## src/rtl/neuron_mac_seq.sv

```systemverilog
// neuron_mac_seq: sequences weight/activation fetches for one neuron and
// accumulates, scales, clamps and optionally ReLUs the sum into an 8-bit output.
module neuron_mac_seq #(
    parameter int ACC_W = 26,
    parameter int SHIFT = 4,
    parameter int RELU  = 1
) (
    input  logic        clk,
    input  logic        reset,
    input  logic        start,
    input  logic [1:0]  layer,
    input  logic [3:0]  neuron,
    input  logic [10:0] num_inputs,
    output logic [15:0] weight_addr,
    input  logic [7:0]  weight_val,
    output logic [9:0]  act_addr,
    input  logic [7:0]  act_val,
    output logic        busy,
    output logic        done,
    output logic [7:0]  result
);
    typedef enum logic [1:0] {IDLE, FETCH, DRAIN, OUT} state_t;
    localparam logic signed [ACC_W-1:0] MAXV = 127;
    localparam logic signed [ACC_W-1:0] MINV = -128;
    state_t                   state;
    logic [10:0]              n;
    logic                     vld;
    logic signed [ACC_W-1:0]  acc;
    logic signed [ACC_W-1:0]  sh;
    logic signed [15:0]       prod;
    logic [10:0]              n_clamp;
    logic [7:0]               sat;
    always_comb begin
        n_clamp = num_inputs > 11'd1024 ? 11'd1024 : num_inputs;
        prod    = $signed(weight_val) * $signed(act_val);
        sh      = acc >>> SHIFT;
        sat     = (RELU != 0 && sh < 0) ? 8'd0 :
                  sh > MAXV ? 8'h7f :
                  sh < MINV ? 8'h80 : sh[7:0];
    end
    // The low address bits double as the fetch index, so no separate counter.
    assign act_addr = weight_addr[9:0];
    always_ff @(posedge clk or negedge reset) begin
        if (!reset) begin
            state       <= IDLE;
            n           <= '0;
            vld         <= 1'b0;
            acc         <= '0;
            weight_addr <= '0;
            busy        <= 1'b0;
            done        <= 1'b0;
            result      <= '0;
        end else begin
            done <= 1'b0;
            vld  <= state == FETCH;
            if (vld) acc <= acc + ACC_W'(prod);
            case (state)
                IDLE: if (start) begin
                    n    <= n_clamp;
                    acc  <= '0;
                    busy <= 1'b1;
                    if (n_clamp == 11'd0) state <= DRAIN;
                    else begin
                        weight_addr <= {layer, neuron, 10'd0};
                        state       <= FETCH;
                    end
                end
                FETCH: if ({1'b0, weight_addr[9:0]} == n - 11'd1) state <= DRAIN;
                       else weight_addr[9:0] <= weight_addr[9:0] + 10'd1;
                DRAIN: state <= OUT;
                OUT: begin
                    result <= sat;
                    done   <= 1'b1;
                    busy   <= 1'b0;
                    state  <= IDLE;
                end
            endcase
        end
    end
endmodule

```

## config.mk

```make
export PLATFORM = sky130hd
export DESIGN_NAME = neuron_mac_seq
export DESIGN_NICKNAME = d
export VERILOG_FILES = /design/src/rtl/neuron_mac_seq.sv
export SDC_FILE = /design/constraint.sdc
export NUM_CORES = 1
export LEC_CHECK = 0
export ABC_AREA = 1
export BUFFER_PORTS_ARGS = -buffer_cell sky130_fd_sc_hd__buf_2
export CORE_MARGIN = 2
export CORE_UTILIZATION = 25
export DETAILED_ROUTE_END_ITERATION = 6
export PLACE_DENSITY = 0.41
export SLEW_MARGIN = 40
export SYNTH_ARGS = -nofsm -noshare
export SYNTH_HDL_FRONTEND = slang
export SYNTH_SLANG_ARGS = --single-unit
```

## constraint.sdc

```tcl
create_clock -name clk -period 4.6 [get_ports clk]
set_input_delay 0.92 -clock clk [delete_from_list [all_inputs] [get_ports clk]]
set_output_delay 0.92 -clock clk [all_outputs]
set_load 0.02 [all_outputs]
```

Word level (Yosys, flattened, before mapping)

Cells that the tools add are included.

Add/subtract/negate cells: 3
Multiply operators: 1
$lt $le $gt $ge: 4
Eq/ne operators: 8
Multiplexer cells: 18
Bitwise gates (word level): 1
Reductions and logical operators: 9

Operators by type and width:

| cell                    | number |
|---|---|
| $mux W26                | 3 |
| $mux W10                | 3 |
| $add A26 B16 Y26        | 1 |
| $mux W8                 | 3 |
| $gt A22 B8 Y1 const B   | 1 |
| $lt A22 B1 Y1 const B   | 1 |
| $lt A22 B8 Y1 const B   | 1 |
| $pmux W10 S2            | 1 |
| $mul A8 B8 Y16          | 1 |
| $eq A10 B11 Y1          | 1 |
| $gt A11 B11 Y1 const B  | 1 |
| $logic_not A11 Y1       | 1 |
| $mux W11                | 1 |
| $sub A11 B1 Y11 const B | 1 |
| $add A10 B1 Y10 const B | 1 |
| $pmux W2 S4             | 1 |
| $mux W2                 | 3 |
| $ne A2 B2 Y1 const B    | 3 |
| $reduce_and A2 Y1       | 3 |
| $eq A2 B2 Y1 const B    | 2 |
| $reduce_and A4 Y1       | 1 |
| $reduce_bool A2 Y1      | 2 |
| $reduce_and A3 Y1       | 1 |
| $eq A2 B1 Y1 const B    | 1 |
| 5 further kinds         | 6 |

Flip-flop bits (word level): 66
Input bits: 36
Output and inout bits: 36
Logic and storage cells: 53

Longest topological paths before layout

Gate-level depths: netlist of run 1.

Depth after elaboration: 6
Depth in mapped cells: 24
Depth with buffers taken out: 23

Least setup slack after synthesis of run 1

Ideal clock, no wire load.

Path kind: input-to-reg
Start point: input act_val[1]
End point: register acc[20]
Library setup time: 0.117 ns
Data arrival time: 5.430 ns
Required time: 4.483 ns
Setup slack: -0.947 ns
Cell stages on the path: 18
Path buffers: 1
Cells stage by stage: clkbuf_1 > nand2_1 > inv_1 > fa_1 > fa_1 > fa_1 > fa_1 > ha_1 > ha_1 > a21oi_1 > a21boi_1 > o21ai_1 > nand2_1 > nand2_1 > nand2_1 > nand2_1 > o21ai_1 > inv_1

Cells in the longest elaborated chain, start to end: 5

RTL lines:

| element              | line | text |
|---|---|---|
| start, declared      | 17   | `input logic [7:0] act_val,` |
| $mul A8 B8 Y16 (*)   | 35   | `prod = $signed(weight_val) * $signed(act_val);` |
| $add A26 B16 Y26 (*) | 56   | `if (vld) acc <= acc + ACC_W'(prod);` |
| $mux W26 (*)         | 56   |  |
| $mux W26             | 58   | `IDLE: if (start) begin` |
| $mux W26 (*)         | 57   | `case (state)` |
| end signal, assigned | 56   |  |
| end, declared        | 28   | `logic signed [ACC_W-1:0] acc;` |

Mark *: on every way between the ends. The rest lies on a longest branch, timed or not.
A chain may end at the register's enable or synchronous reset.

Worst setup path after layout of run 1

Start point: input act_val[3]
End point: register acc[22]

Same word-level chain as after synthesis.

==> results of run 1 <==
[layer usage]
layer | GRT usage | routed length (um)
met5 | 0 | 0
met4 | 0.0269 | 144
met3 | 0.0175 | 452
met2 | 0.255 | 12100
met1 | 0.199 | 11600
[sequential cells by signal (all words and copies together), names as in the netlist]
register	cells
acc	26
weight_addr	16
n	11
result	8
state	2
busy	1
done	1
vld	1
[worst max-delay path: cells and delay by family]
kind,cells,cell delay [ns]
xor+xnor,1,0.06
fa+ha+maj,6,2.73
buf+inv,7,0.61
compound gates,1,0.14
simple gates,6,0.68
[synthesized netlist by cell type (all sizes together), types with 14 or more instances]
cell type and instances:
fa 110, dfrtp 66, buf 14, a21oi 38
nor2 79, nand2 215, inv 219, xor2 23
nand3 49, o21ai 54, nand4 21, clkbuf 22
ha 66
[stage by stage]
step                hold WS, ns  setup WS (ns)
detailed placement        0.465         -0.860
floorplan                 0.475         -0.579
global route              0.498         -0.499
CTS                       0.480         -0.356
global placement          0.461         -0.890
finish                    0.476         -0.322
[area by class of cell]
class	count	area, um^2
repair buffers	178	1390
flip-flops and latches	66	1650
inverters	222	855
well taps	442	553
clock buffers	11	243
fillers	3453	21300
clock inverters	3	65.1
multi-input cells	712	6640
[what timing repair did]
action / 4_1_cts / 5_1_grt
setup buffers: 8 / 7
endpoints found under the setup margin: 18 / 20
gates resized for setup: 71 / 57
hold endpoints to repair: 0 / 0
pin swaps: 54 / 42
cloned: 2 / 0
[path summary, 6_finish.rpt]
check	from	end	slack (ns)	cells after the start
hold reg to reg	result[1]	result[1]	0.48	2
setup / recovery	act_val[3]	acc[22]	-0.32	21
max in group asynchronous	reset	acc[22]	3.52	1
setup reg to reg	acc[6]	acc[12]	0.30	18
hold / removal	result[1]	result[1]	0.48	2
min in group asynchronous	reset	result[5]	0.60	1
[cell families after synthesis]
group / Yosys count / synth area share
flip-flops: 66 / 0.198
XOR/XNOR: 25 / 0.0262
AO/OA/AOI/OAI: 117 / 0.0793
multiplexers: 6 / 0.00810
AND/OR/NAND/NOR: 388 / 0.205
buffers and inverters: 258 / 0.121
adder cells (fa/ha/maj): 176 / 0.363
==> results.md, run 1 <==
- The tree is rooted in a sky130_fd_sc_hd__clkbuf_16.
- The number of max-slew violations in the final report is 0.
- After synthesis, the cell types taking the most area are sky130_fd_sc_hd__fa_1 (26%), sky130_fd_sc_hd__dfrtp_1 (20%), sky130_fd_sc_hd__ha_1 (9.9%).
- The share of synthesized area in the top cell type comes to 0.264.
- 72 I/O pins were placed.
- The area added between synthesis and finish is 36.5%.
- The count of antenna-violating nets left after detailed routing is 0.
- The worst setup slack after layout is -0.322 ns.
- The routed layout has 6,885 vias.
- The clock transition at the registers of the reported paths is 0.05 ns.
- In the layout the commonest cells are sky130_fd_sc_hd__inv_1 (200), sky130_fd_sc_hd__nand2_1 (182), sky130_fd_sc_hd__fa_1 (103).
- Yosys mapped a number of flops with a built-in enable equal to 0.
- The share of the cycle needed by the critical path after routing is 1.07.
- The min-delay analysis places its worst path in the category reg -> reg.
- For this run, the register share of the synthesized area comes to 0.198.
- In this run, placement finished with an instance count of 1,603.
- Setup violations remaining at the end of the flow were counted as 17.
- At the end of the flow, the number of nets in the layout was 1,401.
- The vertical die dimension is 187 um.
- The final cell utilization of the core is 0.348.
- The hold violation total from the final report is 0.
- The H-tree was split into 3 levels.
- The number of antenna violations at the first check in global routing came to 0.
- The final standard cell count with taps included and fillers excluded is 1,634.
- Summed over all instances, the cell type with the most area after synthesis is sky130_fd_sc_hd__fa_1.
- For the final routed database, the setup TNS stands at -4.43 ns.
- The count of synthesis-stage warnings from yosys is 0.
- Static timing analysis puts the maximum clock frequency at 203 MHz.
- The pin count of the biggest net entering global routing is 67.
- Setup repair after global routing could not meet its margin everywhere.
- The number of antenna diodes in the final layout is 0.
- The via count of the first global-routing pass is 7,342.
- The horizontal extent of the die is 187 um.
- The net count after synthesis is 1,248.
- The run finished, with violations left.
- The remaining design rule violation count is 0.
- After synthesis, the share of flip-flops with an asynchronous set or reset is 1.00.
- After synthesis the cells add up to 8350 um^2.
- The distinct cell type count of the synthesized netlist is 44.
- For the pin with the worst max-slew slack, the measured transition is 0.796 ns.
- The final standard cell area without fillers is 11,400 um^2.
- After detailed routing, the total wire length is 24.3 mm.
- Across every metal layer, demand over resource in global routing totals 0.147.
- After synthesis the netlist holds a flip-flop and latch count of 66.
- The length of the first detailed-routing pass in iterations is 4.
- The synthesized area divided by synthesized cell count is 8.06 um^2.
- The floorplan step defined a core boundary enclosing 32,700 um^2.
- The path type of the worst setup path is in -> reg.
- The worst setup path is captured at a flop.
- Between clock sinks in the finished design, the worst skew comes to 0.0130 ns.
- The initial utilization of the core area, before any placement, comes to 0.255.
- The standard cell area after detailed placement is 10,400 um^2.
- The first global-routing pass estimated 40.3 mm of wire.
- The number of clock sinks is 66.
- The cell with the biggest individual delay on the critical path is sky130_fd_sc_hd__fa_2.
- The peak fanout along the critical path is 8.
- The kind of launch point of the worst setup path is a primary input.
- The delay of the slowest cell on the worst path is 0.59 ns.
- After floorplanning, the core was divided into 66 placement rows.
- TritonCTS built the clock tree.
- The first routing iteration left 256 violations.
- Leaving out fill and tap cells, the most frequent cell in the layout is sky130_fd_sc_hd__inv_1.
- After technology mapping, the gate count stands at 1,036.
- The required time of the critical path is 4.83 ns.
- The maximum root-to-sink buffer count is 2.
- Port buffering added 71 buffers.
- The number of clock buffers added by TritonCTS is 9.
- Across the run, the number of max-cap violations was 0.
- The area enclosed by the die boundary is 34,900 um^2.
- The checks that failed: setup timing.
- Buffers inserted to repair hold after CTS numbered 0.
- The max-slew headroom at the worst pin is 0.463.
- The minimum clock period after layout is 4.92 ns.
- The clock insertion delay at the later pin of the skew report is 0.35 ns.
- The routability congestion estimate is 0.821.
- In the final layout, the share of cells above drive strength 1 is 0.311.
- The arrival time at the worst endpoint is 5.15 ns.
- The leftover overflow at the end of global routing is 0.
- In the routed layout, each cell is associated on average with a via count of 4.21.
- The HPWL after detailed placement is 19.8 mm.
- Walking the worst path, the cells encountered are buf_4 > nand2_2 > inv_2 > fa_2 > inv_2 > fa_2 > clkinvlp_4 > buf_12 > fa_1 > fa_1 > ha_4 > ha_4 > nand2_4 > inv_4 > nand2_4 > nor3_4 > nand4_1 > nand3_2 > xor2_1 > o21bai_1 > inv_1.
- In the final routed layout, each cell accounts on average for 14.9 um.
- In the synthesized netlist the dominant register cell turns out to be sky130_fd_sc_hd__dfrtp_1.
Power of run 1 is left out: the tool's default activity adds up to more than one toggle a clock period on the data nets, which glitch-free logic cannot reach.
==> run 2: changes to the inputs <==
--- a/config.mk
+++ b/config.mk
@@ -15,3 +15,4 @@
 export SYNTH_ARGS = -nofsm -noshare
 export SYNTH_HDL_FRONTEND = slang
 export SYNTH_SLANG_ARGS = --single-unit
+export TNS_END_PERCENT = 10
==> run 2 against run 1 <==
Effect of this change: the flow still finishes with violations (setup timing); sequential cell count unchanged; design area shrank 3.3%; clock skew down 0.0015 ns; worst hold slack worse by 0.0043 ns; fmax down 1.5%; count of clock-buffer cells in the layout increased by 2; first-iteration DRC count is 7.8% higher; setup slack lost 0.073 ns; final cell count decreased by 0.37%; utilization fell by 1.1 points; die area stayed put; critical path depth decreased by 2; highest routed layer is now met5.
==> results.md, run 2 (synthesis results as in run 1) <==
- Result of the run: complete, but fails checks (unchanged).
- Violated checks: setup timing (unchanged).
- The H-tree depth was 3 (unchanged).
- The vertical die dimension is 187 um (unchanged).
- The hold violation total from the final report is 0 (unchanged).
- The via count of the first global-routing pass is 7,430 (was 7,342).
- The number of max-cap violations is 0 (unchanged).
- The maximum achievable frequency is 200 MHz (was 203 MHz).
- The worst setup skew after layout is 0.0115 ns (was 0.0130 ns).
- The area added between synthesis and finish came to 32.0% (was 36.5%).
- The leftover overflow at the end of global routing is 0 (unchanged).
- Most frequent cells in the layout: sky130_fd_sc_hd__inv_1 (206), sky130_fd_sc_hd__nand2_1 (188), sky130_fd_sc_hd__fa_1 (105) (was sky130_fd_sc_hd__inv_1 (200), sky130_fd_sc_hd__nand2_1 (182), sky130_fd_sc_hd__fa_1 (103)).
- The clock transition at the registers of the reported paths came to 0.06 ns (was 0.05 ns).
- The area of the core region is 32,700 um^2 (unchanged).
- The worst setup slack after layout is -0.395 ns (was -0.322 ns).
- The maximum root-to-sink buffer count is 2 (unchanged).
- The number of buffers added by the clock tree synthesis step came to 9 (unchanged).
- The pin count of the biggest net entering global routing is 67 (unchanged).
- The most flop-heavy register is acc (unchanged).
- The horizontal extent of the die is 187 um (unchanged).
- The required time of the critical path is 4.84 ns (was 4.83 ns).
- The standard cell area after detailed placement is 10,300 um^2 (was 10,400 um^2).
- The via count was 6,840 (was 6,885).
- The actual slew at the worst max-slew pin is 0.676 ns (was 0.796 ns).
- The path type of the worst setup path is in -> reg (unchanged).
- The area enclosed by the die boundary came to 34,900 um^2 (unchanged).
- The peak fanout along the critical path came to 6 (was 8).
- The length of the first detailed-routing pass in iterations was 4 (unchanged).
- The initial standard-cell utilization of the core is 0.255 (unchanged).
- The minimum clock period after layout is 5.00 ns (was 4.92 ns).
- The CTS tree is done (unchanged).
- The share of the cycle needed by the critical path after routing is 1.09 (was 1.07).
- The most frequent standard cell in the layout excluding fill and tap cells is sky130_fd_sc_hd__inv_1 (unchanged).
- The number of flip-flops in the largest register is 26 (unchanged).
- The number of max-slew violations in the final report is 0 (unchanged).
- The number of hold buffers added after CTS was 0 (unchanged).
- The worst min-delay path category was reg -> reg (unchanged).
- The count of antenna-violating nets left after detailed routing came to 0 (unchanged).
- The final cell utilization of the core was 0.337 (was 0.348).
- The final standard cell area without fillers came to 11,000 um^2 (was 11,400 um^2).
- The total wire length is 23.8 mm (was 24.3 mm).
- The clock insertion delay at the later pin of the skew report is 0.35 ns (about the same).
- The critical path endpoint category is a flop (unchanged).
- Largest registers: acc (26), weight_addr (16), n (11) (unchanged).
- The net total in the final layout is 1,394 (was 1,401).
- The number of port buffers is 71 (unchanged).
- The kind of launch point of the worst setup path is a primary input (unchanged).
- The routability congestion estimate is 0.837 (was 0.821).
- The placement-stage worst setup slack was -0.885 ns (was -0.860 ns).
- The remaining design rule violation count was 0 (unchanged).
- The max-slew headroom at the worst pin was 0.546 (was 0.463).
- The number of vias per cell after detailed routing was 4.20 (was 4.21).
- The number of primary I/O pins was 72 (unchanged).
- The number of antenna violations at the first check in global routing is 1 (was 0).
- Unrepaired setup endpoints after global routing: true (unchanged).
- The number of failing setup endpoints in the final timing report is 17 (unchanged).
- The antenna cell count is 0 (unchanged).
- The number of clock sinks is 66 (unchanged).
- The share of post-route cells with drive strength above 1 was 0.277 (was 0.311).
- The minimum hold slack is 0.472 ns (was 0.476 ns).
- The number of cell rows is 66 (unchanged).
- The wire length of the first global-routing pass is 40.2 mm (was 40.3 mm).
- The CTS root buffer is sky130_fd_sc_hd__clkbuf_16 (unchanged).
- The total routing resource utilization after global routing is 0.146 (was 0.147).
- The routed length per placed instance was 14.6 um (was 14.9 um).
- The violation count after the first detailed-routing iteration is 276 (was 256).
- The HPWL after detailed placement is 19.9 mm (was 19.8 mm).
- The number of filler instances in the final layout was 3,485 (was 3,453).
- The arrival time at the worst endpoint is 5.23 ns (was 5.15 ns).
-- run 2: changes by cell type in the layout (fill, tap and decap cells not counted), sizes merged --
cell | before | now
inv | 217 | 216
buf | 177 | 170
clkbuf | 12 | 14
-- run 2: metrics by stage --
step	setup TNS, ns	std cells
2_1_floorplan	-9.31	1036
3_3_place_gp	-14.45	1605
3_5_place_dp	-14.72	1605
4_1_cts	-3.96	1621
5_1_grt	-7.52	1628
6_report	-4.14	1628
-- run 2: final timing paths --
kind | startpoint | endpoint | slack [ns] | depth (start not counted)
max in group asynchronous | reset | acc[24] | 3.54 | 1
min reg2reg | result[6] | result[6] | 0.47 | 2
min | result[6] | result[6] | 0.47 | 2
max reg2reg | acc[6] | acc[22] | 0.13 | 20
max | weight_val[7] | acc[22] | -0.40 | 19
min in group asynchronous | reset | acc[2] | 0.59 | 1
-- run 2: cell type report --
cell class                      count  area, um^2  share of cell area
Timing Repair Buffer              171        1240               0.112
Sequential cell                    66        1650               0.150
Multi-Input combinational cell    712        6400               0.581
Inverter                          222         852              0.0773
Tap cell                          442         553              0.0502
Clock buffer                       13         260              0.0236
Clock inverter                      2        60.1             0.00545
-- run 2: routing by layer --
layer  up-vias  track usage  wire length, um
li1       3483            -                -
met1      3283        0.194            11300
met2        58        0.252            11700
met3        14       0.0220              505
met4         2       0.0296              303
met5         -            0                7
-- run 2: repair_timing --
| action | in CTS | in global routing |
|---|---|---|
| resized for setup | 50 | 38 |
| pin swaps | 28 | 28 |
| buffers inserted | 1 | 7 |
| endpoints found under the setup margin | 19 | 20 |
-- run 2: worst max-delay path: stages --
cell and delay [ns]:
sky130_fd_sc_hd__buf_12 0.12, sky130_fd_sc_hd__nand2_4 0.06, sky130_fd_sc_hd__inv_2 0.03, sky130_fd_sc_hd__fa_1 0.58
sky130_fd_sc_hd__inv_2 0.06, sky130_fd_sc_hd__fa_2 0.63, sky130_fd_sc_hd__clkinvlp_4 0.18, sky130_fd_sc_hd__buf_12 0.18
sky130_fd_sc_hd__fa_1 0.49, sky130_fd_sc_hd__fa_1 0.45, sky130_fd_sc_hd__ha_4 0.31, sky130_fd_sc_hd__ha_4 0.22
sky130_fd_sc_hd__a21oi_1 0.21, sky130_fd_sc_hd__o21ai_0 0.13, sky130_fd_sc_hd__a21oi_1 0.17, sky130_fd_sc_hd__nand3_2 0.13
sky130_fd_sc_hd__xor2_1 0.18, sky130_fd_sc_hd__o21bai_1 0.12, sky130_fd_sc_hd__inv_1 0.06
Power of run 2 is left out for the same reason.
